**config.mk**
```make
export PLATFORM = sky130hd
export DESIGN_NAME = rf_pkt_sync_rx
export DESIGN_NICKNAME = d
export VERILOG_FILES = /design/src/rtl/rf_rx_pkg.sv /design/src/rtl/rf_bit_sampler.sv /design/src/rtl/rf_pkt_sync_rx.sv
export SDC_FILE = /design/constraint.sdc
export NUM_CORES = 1
export LEC_CHECK = 0
export CAP_MARGIN = 20
export CORE_MARGIN = 4
export CORE_UTILIZATION = 58
export DETAILED_ROUTE_END_ITERATION = 16
export PLACE_DENSITY = 0.91
export SYNTH_ARGS = -nofsm -noshare
export SYNTH_HDL_FRONTEND = slang
export SYNTH_SLANG_ARGS = --single-unit
```
**constraint.sdc**
```tcl
create_clock -name i_PCLK -period 3.87 [get_ports i_PCLK]
set_input_delay 0.387 -clock i_PCLK [delete_from_list [all_inputs] [get_ports i_PCLK]]
set_output_delay 0.387 -clock i_PCLK [all_outputs]
set_load 0.1 [all_outputs]
```
**src/rtl/rf_rx_pkg.sv**
```systemverilog
// Shared constants and types for the RF receive framer.
// Default sync signature, packet geometry and the framer state type.
package rf_rx_pkg;

    localparam int PKT_W   = 64;
    localparam int BYTE_W  = 8;
    localparam int N_BYTES = PKT_W / BYTE_W;
    localparam int IDX_W   = $clog2(N_BYTES);
    localparam int CNT_W   = 7;

    localparam logic [PKT_W-1:0] SYNC_MASK_DEF = 64'h7C00_001F_0000_0174;
    localparam logic [PKT_W-1:0] SYNC_VAL_DEF  = 64'h7C00_001F_0000_0174;

    typedef enum logic {
        HUNT   = 1'b0,
        STREAM = 1'b1
    } rx_state_t;

    function automatic logic sync_hit(
        input logic [PKT_W-1:0] window,
        input logic [PKT_W-1:0] mask,
        input logic [PKT_W-1:0] val
    );
        return (window & mask) == val;
    endfunction

endpackage

```
**src/rtl/rf_bit_sampler.sv**
```systemverilog
// Bit-window sampler: latches any rfin pulse in a window and shifts it in on sh_en.
// clr wipes everything (receiver disabled); rearm restarts the hunt after a match.
module rf_bit_sampler
    import rf_rx_pkg::*;
#(
    parameter int MIN_BITS = 64
) (
    input  logic             clk,
    input  logic             rst_n,
    input  logic             rfin,
    input  logic             sh_en,
    input  logic             clr,
    input  logic             rearm,
    output logic [PKT_W-1:0] shreg,
    output logic             full
);

    localparam logic [CNT_W-1:0] MIN_CNT = CNT_W'(MIN_BITS);

    logic             bit_l_reg;
    logic [PKT_W-1:0] shreg_reg;
    logic [CNT_W-1:0] bitcnt_reg;

    // A pulse landing on the closing strobe still belongs to the closing bit.
    always_ff @(posedge clk or negedge rst_n) begin
        if (!rst_n) begin
            bit_l_reg <= 1'b0;
        end else if (clr || sh_en) begin
            bit_l_reg <= 1'b0;
        end else if (rfin) begin
            bit_l_reg <= 1'b1;
        end
    end

    always_ff @(posedge clk or negedge rst_n) begin
        if (!rst_n) begin
            shreg_reg  <= '0;
            bitcnt_reg <= '0;
        end else if (clr || rearm) begin
            shreg_reg  <= '0;
            bitcnt_reg <= '0;
        end else if (sh_en) begin
            shreg_reg <= {shreg_reg[PKT_W-2:0], bit_l_reg | rfin};
            if (bitcnt_reg < MIN_CNT) begin
                bitcnt_reg <= bitcnt_reg + 1'b1;
            end
        end
    end

    assign shreg = shreg_reg;
    assign full  = (bitcnt_reg >= MIN_CNT);

endmodule

```
**src/rtl/rf_pkt_sync_rx.sv**
```systemverilog
// RF receive framer: hunts for the sync signature, freezes the frame and
// streams it MSB-first as bytes over a valid/ready handshake.
module rf_pkt_sync_rx
    import rf_rx_pkg::*;
#(
    parameter logic [PKT_W-1:0] SYNC_MASK = SYNC_MASK_DEF,
    parameter logic [PKT_W-1:0] SYNC_VAL  = SYNC_VAL_DEF,
    parameter int               MIN_BITS  = 64
) (
    input  logic              i_PCLK,
    input  logic              i_PRESETn,
    input  logic              rfin,
    input  logic              sh_en,
    input  logic              RX,
    input  logic              i_byte_ready,
    input  logic              i_ovr_clr,
    output logic [BYTE_W-1:0] o_byte,
    output logic              o_byte_valid,
    output logic              pkt_rec,
    output logic [PKT_W-1:0]  o_pkt,
    output logic              o_ovr
);

    rx_state_t        state_reg, state_next;
    logic [IDX_W-1:0] idx_reg, idx_next;
    logic [PKT_W-1:0] pkt_reg, pkt_next;
    logic             ovr_reg, ovr_next;

    logic [PKT_W-1:0] shreg;
    logic             full;
    logic             match;
    logic             ovr_set;
    logic             smp_clr;
    logic             smp_rearm;
    logic             streaming;

    logic [BYTE_W-1:0] byte_lane [N_BYTES];

    rf_bit_sampler #(
        .MIN_BITS (MIN_BITS)
    ) u_sampler (
        .clk   (i_PCLK),
        .rst_n (i_PRESETn),
        .rfin  (rfin),
        .sh_en (sh_en),
        .clr   (smp_clr),
        .rearm (smp_rearm),
        .shreg (shreg),
        .full  (full)
    );

    // Lane 0 is the most significant byte of the frozen frame.
    genvar gi;
    generate
        for (gi = 0; gi < N_BYTES; gi++) begin : g_lane
            assign byte_lane[gi] = pkt_reg[PKT_W-1-BYTE_W*gi -: BYTE_W];
        end
    endgenerate

    assign match     = sync_hit(shreg, SYNC_MASK, SYNC_VAL) && full;
    assign streaming = (state_reg == STREAM);

    always_ff @(posedge i_PCLK or negedge i_PRESETn) begin
        if (!i_PRESETn) begin
            state_reg <= HUNT;
            idx_reg   <= '0;
            pkt_reg   <= '0;
            ovr_reg   <= 1'b0;
        end else begin
            state_reg <= state_next;
            idx_reg   <= idx_next;
            pkt_reg   <= pkt_next;
            ovr_reg   <= ovr_next;
        end
    end

    always_comb begin
        state_next = state_reg;
        idx_next   = idx_reg;
        pkt_next   = pkt_reg;
        ovr_set    = 1'b0;
        smp_clr    = ~RX;
        smp_rearm  = 1'b0;

        if (!RX) begin
            // Disabling the receiver drops the stream but keeps pkt and the overrun flag.
            state_next = HUNT;
            idx_next   = '0;
        end else begin
            unique case (state_reg)
                HUNT: begin
                    if (match) begin
                        state_next = STREAM;
                        idx_next   = '0;
                        pkt_next   = shreg;
                        smp_rearm  = 1'b1;
                    end
                end
                STREAM: begin
                    if (i_byte_ready) begin
                        if (idx_reg == IDX_W'(N_BYTES - 1)) begin
                            state_next = HUNT;
                            idx_next   = '0;
                        end else begin
                            idx_next = idx_reg + 1'b1;
                        end
                    end
                    // A frame arriving while one is still held is counted, not kept.
                    if (match) begin
                        ovr_set   = 1'b1;
                        smp_rearm = 1'b1;
                    end
                end
                default: begin
                    state_next = HUNT;
                    idx_next   = '0;
                end
            endcase
        end

        ovr_next = ovr_set | (ovr_reg & ~i_ovr_clr);
    end

    assign pkt_rec      = streaming;
    assign o_byte_valid = streaming;
    assign o_byte       = streaming ? byte_lane[idx_reg] : '0;
    assign o_pkt        = pkt_reg;
    assign o_ovr        = ovr_reg;

endmodule

```
==> flow_summary_export.csv <==
group,metric,value,unit
route,drt_first_iter_violations,421,
logic_synthesis,syn_inst,394,
route,drtAntennaViolNets,0,
sta,max_freq,344,MHz
floorplan,core_area,0.00973,sq mm
sta,fin_setup_tns,0,ns
layout,drive_above_1_share,22.0,%
logic_synthesis,yosys.area.top_type,"dfrtp_1",
sta,slew_headroom,31.7,%
floorplan,start_util,59.1,%
flow_run,cap_violations,0,
placed_design,dp_hpwl,8680,um
floorplan,pin_count,82,
global_routing,antenna_found_initial,0,
logic_synthesis,synth-xor-area-share,0.761,%
critical_path,required,3.48,ns
route,wl_per_cell,22.9,um
global_routing,met1_usage,33.1,%
placed_design,pre_cts_ws,1.36,ns
clocking,clockBufferDepth,2,
hold_path,min_path_type,"in -> reg",
logic_synthesis,muxShareOfSynthArea,16.4,%
critical_path,endpoint_kind,"output pin",
logic_synthesis,syn-num-nets,404,
layout,diodes,0,
pwr,internal_power,0.00244,W
layout,final_common_cell,"dfrtp_1",
clocking,root_buffer,"clkbuf_8",
pwr,seqPwrFrac,46.5,%
sta,rsz0062_at_grt,"false",
sta,worst_slew_pin_slew,1.02,ns
route,drc_errors,0,
critical_path,cp_data_arrival_time,2.52,ns
logic_synthesis,synth-seq-cells,141,
logic_synthesis,syn-cell-area,0.00575,sq mm
sta,setup_viol,0,
pwr,swShare,23.6,%
logic_synthesis,ys_seq_area_share,61.3,%
clocking,ctsResizeCount,0,
sta,hold_viol,0,
placed_design,port_buffers,81,
pwr,p_switching,0.000752,W
floorplan,rows,36,
layout,area_growth,25.5,%
pwr,total_power,0.00319,W
logic_synthesis,synth_area_per_cell,14.6,sq um
floorplan,die_area,0.0116,sq mm
logic_synthesis,synthTopCellsByArea,"dfrtp_1, a22o_1, mux2_2",
run_status,status,"finished, final reports clean",
clocking,cts_sinks,141,
sta,finalMaxSlewViolations,0,
route,vias,3827,
sta,fin_crit,2.91,ns
placed_design,gp_congestion,0.869,
global_routing,busiest_layer,"met2",
route,first_pass_iters,5,
global_routing,grt_pass1_vias,3954,
critical_path,crit_fanout,18,
global_routing,grt_use_met3,6.18,%
global_routing,grt_use_total,25.8,%
critical_path,path_cells,"clkdlybuf4s50_1",
clocking,clk_pin_slew,0.07,ns
pwr,clock_power_share,51.2,%
global_routing,grt_overflow,0,
floorplan,die_w,108,um
clocking,cts_tree,"done",
sta,fin_ws,0.962,ns
pwr,p_leak,3.42,nW
route,viasPerCell,6.18,
floorplan,die_y,108,um
sta,clock_skew,0.0137,ns
global_routing,grt_max_degree,79,
sta,fin_crit_sh,75.1,%
pwr,vdd_drop_max,0.326,mV
clocking,cts_buffers,17,
pwr,powerDensity,442,mW/mm^2
logic_synthesis,synth-compound-area-share,11.7,%
pwr,combPwrFrac,2.4,%
clocking,htreeDepth,4,
critical_path,slowest_stage,"clkdlybuf4s50_1",
clocking,clock_latency,0.53,ns
route,drt-total-wl,14200,um
clocking,cts_setup_buffers,0,
global_routing,grt_pass1_wl,22200,um
layout,final_cell_mix,"dfrtp_1, clkdlybuf4s50_1, a22o_1, mux2_2, nand2_1",
logic_synthesis,yosys.area_share.simple,5.98,%
layout,nets,483,
global_routing,use_met2,42.5,%
logic_synthesis,synth.distinct_cells,34,
critical_path,cp-start-kind,"register",
critical_path,cp_slowest_stage_delay,1.25,ns
critical_path,worst-setup-path-type,"reg -> out",
critical_path,critPathTopFamily,"buffers and inverters",
critical_path,path_buf_inv,1,
logic_synthesis,synth_top_family_by_area,"multiplexers",
clocking,cts_hold_buf,1,
logic_synthesis,synth_top_area_share,61.3,%
logic_synthesis,yosysWarnings,0,
logic_synthesis,synth_fa_ha_area_share,0.652,%
==> final timing paths <==
check	startpoint	end	slack, ns	cells past startpoint
max in group asynchronous	i_PRESETn	u_sampler.shreg[33]$_DFFE_PN0P_	2.50	3
hold reg to reg	o_pkt[58]$_DFFE_PN0P_	o_pkt[58]$_DFFE_PN0P_	0.49	1
hold / removal	i_ovr_clr	o_ovr$_DFF_PN0_	0.42	2
setup / recovery	o_byte_valid$_DFF_PN0_	o_byte_valid	0.96	1
min in group asynchronous	i_PRESETn	o_pkt[59]$_DFFE_PN0P_	0.44	2
setup reg to reg	u_sampler.shreg[33]$_DFFE_PN0P_	o_pkt[52]$_DFFE_PN0P_	1.75	5
==> cell usage after synthesis (all sizes together) <==
cell	instances
nand2	22
a41oi	1
mux2	49
xnor2	1
clkinv	1
clkbuf	13
o22ai	2
mux2i	3
nand4	5
o21ai	1
nand2b	16
nor2	12
buf	16
nor4	1
a211oi	1
o32ai	1
or4	1
nor2b	1
inv	2
o211a	1
mux4	16
dfrtp	141
and3	3
a21boi	9
xor2	4
nand3	2
ha	3
a22o	63
nand3b	2
or3	1
==> cells by family after synthesis <==
kind of cell,count (synthesis)
flip-flops,141
AO/OA/AOI/OAI,79
multiplexers,68
AND/OR/NAND/NOR,66
buffers and inverters,32
XOR/XNOR,5
adder cells (fa/ha/maj),3
==> area by class of cell <==
| cell class | count | area, sq um |
|---|---|---|
| flip-flops and latches | 141 | 3530 |
| clock buffers | 17 | 414 |
| fillers | 578 | 2510 |
| well taps | 133 | 166 |
| clock inverters | 15 | 178 |
| multi-input cells | 221 | 2050 |
| inverters | 3 | 11.3 |
| repair buffers | 89 | 875 |
==> layer usage <==
layer / vias up / routed length [um]
li1: 1630 / -
met4: 0 / 554
met5: - / 0
met1: 1988 / 5640
met2: 170 / 7240
met3: 39 / 740
==> power by group through the flow <==
| stage | Clock (W) | Sequential [W] | Combinational (W) |
|---|---|---|---|
| 3_3_place_gp | 0 | 0.00151 | 0.0000727 |
| 3_5_place_dp | 0 | 0.00151 | 0.0000748 |
| 2_1_floorplan | 0 | 0.00151 | 0.0000362 |
| 6_report | 0.00163 | 0.00148 | 0.0000756 |
| 5_1_grt | 0.00171 | 0.00148 | 0.0000850 |
| 4_1_cts | 0.00164 | 0.00148 | 0.0000767 |
==> stage by stage <==
step / cell area [sq um] / hold slack (ns) / util (%) / std cells
after floorplan: 5750 / 0.0914 / - / 394
after global placement: 6590 / 0.446 / 67.7 / 585
after detailed placement: 6590 / 0.457 / 67.7 / 585
after CTS: 7190 / 0.407 / 73.9 / 618
after global routing: 7220 / 0.439 / 74.2 / 619
final: 7220 / 0.423 / 74.2 / 619
Power figures use the tool's default switching activity.
